===== src/rtl/qspi_rx_fifo.sv =====
// Receive-data FIFO between qspi_fsm and the register front-end: level count, almost-full,
// sticky overflow/underflow, synchronous flush. Define QSPI_RX_FIFO_FWFT_EN for first-word-fall-through reads.
module qspi_rx_fifo #(
  parameter int DATA_W       = 32,
  parameter int DEPTH        = 16,
  parameter int AFULL_THRESH = 12
) (
  input  logic                       clk,
  input  logic                       reset,
  input  logic                       flush,
  input  logic                       wr_en,
  input  logic [DATA_W-1:0]          wr_data,
  output logic                       full,
  input  logic                       rd_en,
  output logic [DATA_W-1:0]          rd_data,
  output logic                       rd_valid,
  output logic                       empty,
  output logic [$clog2(DEPTH):0]     level,
  output logic                       almost_full,
  output logic                       overflow,
  output logic                       underflow,
  input  logic                       clr_err
);

  localparam int ADDR_W = $clog2(DEPTH);
  localparam logic [ADDR_W:0] LVL_FULL  = (ADDR_W+1)'(DEPTH);
  localparam logic [ADDR_W:0] LVL_AFULL = (ADDR_W+1)'(AFULL_THRESH);
  localparam logic [ADDR_W:0] LVL_ONE   = (ADDR_W+1)'(1);

  logic [DATA_W-1:0] mem [DEPTH];
  logic [ADDR_W-1:0] wr_ptr;
  logic [ADDR_W-1:0] rd_ptr;
  logic [ADDR_W:0]   level_nxt;
  logic              wr_ok;
  logic              rd_ok;
  logic              ovf_evt;
  logic              udf_evt;

  // Accept decisions use the registered full/empty; flush suppresses all traffic and errors.
  assign wr_ok   = wr_en && !full  && !flush;
  assign rd_ok   = rd_en && !empty && !flush;
  assign ovf_evt = wr_en &&  full  && !flush;
  assign udf_evt = rd_en &&  empty && !flush;

  // NOTE: every variable assigned in always_comb gets a default first, so no latch is inferred.
  always_comb begin
    level_nxt = level;
    if (wr_ok && !rd_ok)
      level_nxt = level + LVL_ONE;
    else if (rd_ok && !wr_ok)
      level_nxt = level - LVL_ONE;
  end

  // NOTE: storage is deliberately left out of reset; only pointers and flags are cleared.
  always_ff @(posedge clk) begin
    if (wr_ok && !reset)
      mem[wr_ptr] <= wr_data;
  end

  // NOTE: sequential state uses non-blocking assignments so all registers update from pre-edge values.
  always_ff @(posedge clk) begin
    if (reset) begin
      wr_ptr      <= '0;
      rd_ptr      <= '0;
      level       <= '0;
      full        <= 1'b0;
      empty       <= 1'b1;
      almost_full <= 1'b0;
      overflow    <= 1'b0;
      underflow   <= 1'b0;
    end else begin
      // Error set wins over a coincident clear.
      overflow  <= (overflow  && !clr_err) || ovf_evt;
      underflow <= (underflow && !clr_err) || udf_evt;
      if (flush) begin
        wr_ptr      <= '0;
        rd_ptr      <= '0;
        level       <= '0;
        full        <= 1'b0;
        empty       <= 1'b1;
        almost_full <= 1'b0;
      end else begin
        if (wr_ok) wr_ptr <= wr_ptr + ADDR_W'(1);
        if (rd_ok) rd_ptr <= rd_ptr + ADDR_W'(1);
        level       <= level_nxt;
        full        <= (level_nxt == LVL_FULL);
        empty       <= (level_nxt == '0);
        almost_full <= (level_nxt >= LVL_AFULL);
      end
    end
  end

`ifdef QSPI_RX_FIFO_FWFT_EN
  // Head word is presented combinationally; rd_en only acknowledges it.
  assign rd_data  = empty ? '0 : mem[rd_ptr];
  assign rd_valid = !empty;
`else
  always_ff @(posedge clk) begin
    if (reset) begin
      rd_data  <= '0;
      rd_valid <= 1'b0;
    end else begin
      rd_valid <= rd_ok;
      if (rd_ok)
        rd_data <= mem[rd_ptr];
    end
  end
`endif

endmodule


===== config.mk =====
export PLATFORM = sky130hd
export DESIGN_NAME = qspi_rx_fifo
export DESIGN_NICKNAME = d
export VERILOG_FILES = /design/src/rtl/qspi_rx_fifo.sv
export SDC_FILE = /design/constraint.sdc
export NUM_CORES = 1
export LEC_CHECK = 0
export CORE_AREA = 2 2 247 249
export DETAILED_ROUTE_END_ITERATION = 7
export DIE_AREA = 0 0 249 251
export GPL_TIMING_DRIVEN = 0
export RECOVER_POWER = 25
export SLEW_MARGIN = 20
export SYNTH_ARGS = -nofsm -noshare
export SYNTH_HDL_FRONTEND = slang
export SYNTH_SLANG_ARGS = --single-unit

===== constraint.sdc =====
create_clock -name clk -period 4.6 [get_ports clk]
set_clock_uncertainty 0.15 [all_clocks]
set_input_delay 0.69 -clock clk [delete_from_list [all_inputs] [get_ports clk]]
set_output_delay 0.69 -clock clk [all_outputs]
set_load 0.02 [all_outputs]

==> impl_metrics.yaml, run 1 <==
yosys:
  synth-edff-count: 512
  yosysMostFrequentCell: "edfxtp_1"
  ys.warnings.count: 0
  avgSynthCellArea_sq_um: 21.1
  synth_commonest_cells: "edfxtp_1 (512), mux4_2 (128), mux2i_1 (65), nor2_1 (58), dfxtp_1 (51)"
  syn_inst: 1011
  synth.cell_area_sq_um: 21300
  synth.distinct_cells: 39
  syn_nets: 1056
  netlist.area_leader.share_pct: 72.2
  yosysSeqAreaShare_pct: 77.0
  synth_area_leader_cell: "edfxtp_1"
  async_flop_share_pct: 0
  synth_ff_type: "edfxtp_1"
  ys_top_cells_by_area: "edfxtp_1 (72%), mux4_2 (14%), dfxtp_1 (4.8%)"
  ys_ff_latch: 563
finish:
  final_util_pct: 42.5
  syn_to_final_growth_pct: 19.4
  seq_area_sq_um: 16400
  stdcell_count: 2011
  final_cell_area_sq_um: 25400
  antennaDiodeCount: 0
  nFillCells: 5109
  multiInputGateArea_sq_um: 4740
  layout-drive-gt1-share_pct: 23.2
  final_nets: 1227
die:
  initial_core_util_pct: 35.6
  die-height_um: 251
  die_w_um: 249
  core_sq_um: 59800
  ioPinCount: 81
  die-area_sq_um: 62500
  num_rows: 90
route:
  vias_per_cell: 5.09
  wire_per_inst_um: 23.9
  vias: 10200
  drc: 0
  ant_nets: 0
  dr.pass1.iters: 5
  routed_wl_um: 48000
  drtIter0Drc: 753
worst_setup_path:
  required_ns: 4.75
  start_kind: "primary input"
  endpoint_kind: "flop"
  crit_arrival_ns: 3.37
  startpoint: "flush"
  reg2reg_from: "full"
  path_max_fanout: 10
  path_class: "in2reg"
place:
  place.port_buffers: 80
  place.gp.congestion: 0.747
  dpl.hpwl_um: 31700
  post-place-ws_ns: 0.833
  dp_cells: 1906
  place_area_sq_um: 23700
cts:
  ctsResizeCount: 0
  postCtsSetupRepairBufs: 0
  h-tree-depth: 2
  cts_made_buffers: 56
  postCtsHoldBufs: 0
  worstSkewPairLatency_ns: 0.60
  root_buffer: "clkbuf_16"
  clock_path_buffers: 3
  cts_tree: "built"
  cts.reportedPaths.clkPinSlew_ns: 0.06
  clock_sinks: 563
sta:
  fin_tns_setup_ns: 0
  fin_crit_ns: 3.23
  hold_viol_final: 0
  fin_ws_ns: 1.37
  worst_pin_slew_ns: 1.08
  rsz0062_at_grt: "no"
  slew_headroom_pct: 27.7
  setup_viol: 0
  fmax_mhz: 310
  hold_ws_ns: 0.328
  period_share_pct: 70.1
  slew_violations: 0
global_routing:
  grt_usage_pct: 15.5
  grt_antenna_before_repair: 2
  grt_pass1_vias: 10800
  grt_pass1_wl_um: 71300
  grt_start_max_net_pins: 19
  grt-ovfl-total: 0
power:
  power.total_mw: 10.1
  ir_drop_mv: 0.256
  p_leak_nw: 7.67
  power_density_nw_per_um2: 399
min_path:
  hp-class: "reg2reg"
  hold_start: "rd_data[24]"
status:
  run_status: "complete, no violations"
run:
  drv_cap: 0
-- power by group --
part           switching, mW  total [mW]  leakage (nW)  internal, mW
clock                   1.89        4.34         0.863          2.45
combinational          0.128       0.204          1.79        0.0755
sequential           0.00836        5.60          5.02          5.59
-- logic make-up (layout without fill, tap and decap cells) --
family,count (synthesis),after routing,synth area share [%]
xor+xnor,10,10,0.447
flops,563,563,77.0
fa+ha+maj,7,7,0.411
mux,193,193,16.6
compound gates,77,77,1.88
simple gates,104,104,2.42
buf+inv,57,275,1.22
-- cells in the final DEF, fill, tap and decap left out, drive strengths merged, types with 20 or more instances in the layout --
| master | netlist | layout |
|---|---|---|
| edfxtp | 512 | 512 |
| mux4 | 128 | 128 |
| clkbuf | 24 | 106 |
| mux2i | 65 | 65 |
| buf | 29 | 61 |
| clkdlybuf4s50 | 0 | 60 |
| nor2 | 58 | 58 |
| dfxtp | 51 | 51 |
| a21oi | 39 | 39 |
| o21ai | 32 | 32 |
| dlygate4sd3 | 0 | 20 |
| clkinv | 0 | 20 |
-- layer usage --
layer / GRT usage (%) / routed length, um
met1: 20.4 / 20400
met2: 26.6 / 24400
met3: 3.06 / 2520
met4: 3.60 / 727
met5: 0 / 16
-- flip-flops by register name, indices dropped and copies added (netlist names) --
signal and flops:
mem 512, rd_data 32, level 5, rd_ptr 4, wr_ptr 4, almost_full 1
empty 1, full 1, overflow 1, rd_valid 1, underflow 1
-- critical path, cell delays in order --
cell	delay [ns]
dlygate4sd3_1	0.56
clkbuf_1	0.24
nor2_1	0.37
nand3_1	0.36
nor3_2	0.58
buf_4	0.32
buf_4	0.22
-- final timing paths --
path,endpoint,slack [ns],cells past startpoint
hold reg to reg,rd_data[24],0.33,2
hold / removal,rd_data[24],0.33,2
setup / recovery,mem[2][11],1.37,7
setup reg to reg,mem[3][9],1.68,7
-- layout make-up --
| cell class | instances | share of cell area (%) |
|---|---|---|
| Buffer | 53 | 0.930 |
| Clock buffer | 81 | 6.25 |
| Clock inverter | 24 | 0.640 |
| Inverter | 4 | 0.0591 |
| Multi-Input combinational cell | 391 | 18.6 |
| Sequential cell | 563 | 64.5 |
| Tap cell | 782 | 3.85 |
| Timing Repair Buffer | 113 | 5.13 |
Power figures use the tool's default switching activity.
==> inputs of run 2 (changes only) <==
Clock period 4.6 ns to 2.8 ns, I/O delays scaled along.
==> run 2 against run 1 <==
Largest cell class unchanged. Clock power increased by 65%. Die area unchanged. Design area increased by 0.77%. Sequential cell count unchanged. Highest routed layer unchanged. Worst hold slack got worse by 0.0038 ns. Clock-buffer cell count increased by 1. Critical endpoint is now rd_data[28]. Critical path depth unchanged. Largest power group unchanged. Sequential power increased by 64%.
==> impl_metrics.yaml, run 2 (synthesis gave the netlist of run 1 again) <==
status:
  run_status: "complete, no violations"
power:
  p_int_mw: 13.3
  ir_drop_mv: 0.481
  p_comb_share_pct: 2.0
  sw_frac_of_total_pct: 20.2
  p_leak_nw: 7.71
  clkPwrFrac_pct: 42.9
  p_seq_share_pct: 55.1
  power_density_nw_per_um2: 652
  switchingPower_mw: 3.37
cts:
  cts_tree: "built"
  cts.reportedPaths.clkPinSlew_ns: 0.06
  worstSkewPairLatency_ns: 0.62
  h-tree-depth: 2
  cts_made_buffers: 55
  root_buffer: "clkbuf_16"
  clock_sinks: 563
  ctsResizeCount: 0
  clock_path_buffers: 3
route:
  dr.pass1.iters: 5
  drc: 0
  wire_per_inst_um: 23.8
  ant_nets: 0
  vias_per_cell: 5.12
  routed_wl_um: 47900
  drtIter0Drc: 773
  vias: 10300
global_routing:
  grt_pass1_vias: 10700
  grt-ovfl-total: 0
  top_usage_layer: "met2"
  grt_antenna_before_repair: 1
  grt_usage_pct: 15.4
  grt_use_met3_pct: 2.88
  use_met1_pct: 20.4
  grt_start_max_net_pins: 20
  grtUsageMet2_pct: 26.3
  grt_pass1_wl_um: 71000
worst_setup_path:
  path_delay_family: "buffers and inverters"
  start_kind: "flop"
  path_max_fanout: 10
  r2r_cells: 7
  endpoint_kind: "flop"
  required_ns: 3.12
  reg2reg_from: "rd_ptr[1]"
  slowest_stage: "buf_1"
  crit_path_cell_trace: "buf_2 > buf_1 > mux4_2 > mux2i_1 > nor2_1 > a21oi_1 > o21ai_1"
  r2r-end: "rd_data[28]"
  path_class: "reg2reg"
  rrSetupSlack_ns: 0.07
  max_stage_delay_ns: 0.72
  worst-path-buf-inv: 2
  crit_arrival_ns: 3.04
finish:
  multiInputGateArea_sq_um: 4770
  top_register: "mem"
  largest_register_ffs: 512
  layout_common_cells: "edfxtp_1 (512), mux4_2 (128), mux2i_1 (65)"
  antennaDiodeCount: 0
  final_nets: 1228
  top_regs: "mem x512, rd_data x32, level x5"
  stdcell_count: 2011
  layout-drive-gt1-share_pct: 23.9
  nFillCells: 5125
  seq_area_sq_um: 16400
  final_common_cell: "edfxtp_1"
  syn_to_final_growth_pct: 20.4
  final_util_pct: 42.8
place:
  place.port_buffers: 80
  dpl.hpwl_um: 30800
  dp_cells: 1897
  place.gp.congestion: 0.730
  post-place-ws_ns: -0.508
die:
  core_sq_um: 59800
  initial_core_util_pct: 35.6
  die_w_um: 249
  die-area_sq_um: 62500
  num_rows: 90
  ioPinCount: 81
  die-height_um: 251
sta:
  hold_ws_ns: 0.324
  fin_ws_ns: 0.0729
  fmax_mhz: 367
  period_share_pct: 97.4
  worst_pin_slew_ns: 1.10
  fin_crit_ns: 2.73
  slew_headroom_pct: 26.6
  setup_viol: 0
  slew_violations: 0
  fin_tns_setup_ns: 0
  hold_viol_final: 0
min_path:
  hold_start: "rd_data[28]"
  hp-class: "reg2reg"
  holdPathEnd: "rd_data[28]"
  holdPathStages: 2
run:
  drv_cap: 0
[run 2: cell type report]
| class | instances | area share (%) |
|---|---|---|
| inverter | 4 | 0.0586 |
| sequential | 563 | 64.0 |
| buffer | 53 | 0.952 |
| clock inverter | 21 | 0.581 |
| multi-input combinational | 391 | 18.6 |
| clock buffer | 82 | 6.32 |
| timing repair buffer | 115 | 5.67 |
| tap | 782 | 3.82 |
[run 2: worst max path at each step]
stage	slack, ns	depth (start not counted)	to	from
floorplan	-0.33	5	mem[15][0]	wr_en
global placement	-2.68	6	mem[11][9]	wr_en
detailed placement	-0.51	5	mem[8][9]	reset
CTS	0.05	4	mem[14][9]	wr_ptr[2]
global route	-0.04	5	mem[8][4]	full
finish	0.07	7	rd_data[28]	rd_ptr[1]
[run 2: power by group through the flow]
| stage | combinational (mW) | sequential [mW] | clock, mW |
|---|---|---|---|
| floorplan | 0.119 | 9.39 | 0 |
| global placement | 0.326 | 9.38 | 0 |
| detailed placement | 0.349 | 9.38 | 0 |
| CTS | 0.349 | 9.20 | 7.29 |
| global route | 0.371 | 9.20 | 7.60 |
| finish | 0.339 | 9.20 | 7.15 |
[run 2: per-stage QoR]
| step | instance area, sq um | total power [mW] |
|---|---|---|
| floorplan | 21300 | 9.50 |
| global placement | 23100 | 9.71 |
| detailed placement | 23700 | 9.73 |
| CTS | 25400 | 16.8 |
| global route | 25600 | 17.2 |
| finish | 25600 | 16.7 |
[run 2: timing repair]
item	4_1_cts	5_1_grt
hold buffers	0	0
buffers inserted	0	11
setup endpoints to repair	0	113
[run 2: routing by layer]
metal,vias up,wire [um],share of wire [%]
li1,4488,-,-
met4,2,904,1.9
met3,63,2050,4.3
met5,-,8,0.017
met2,202,24100,50
met1,5532,20800,44
[run 2: worst min-delay path, delay by kind of cell (launching register included)]
family	cells	cell delay, ns
compound gates	2	0.12
flops	1	0.32
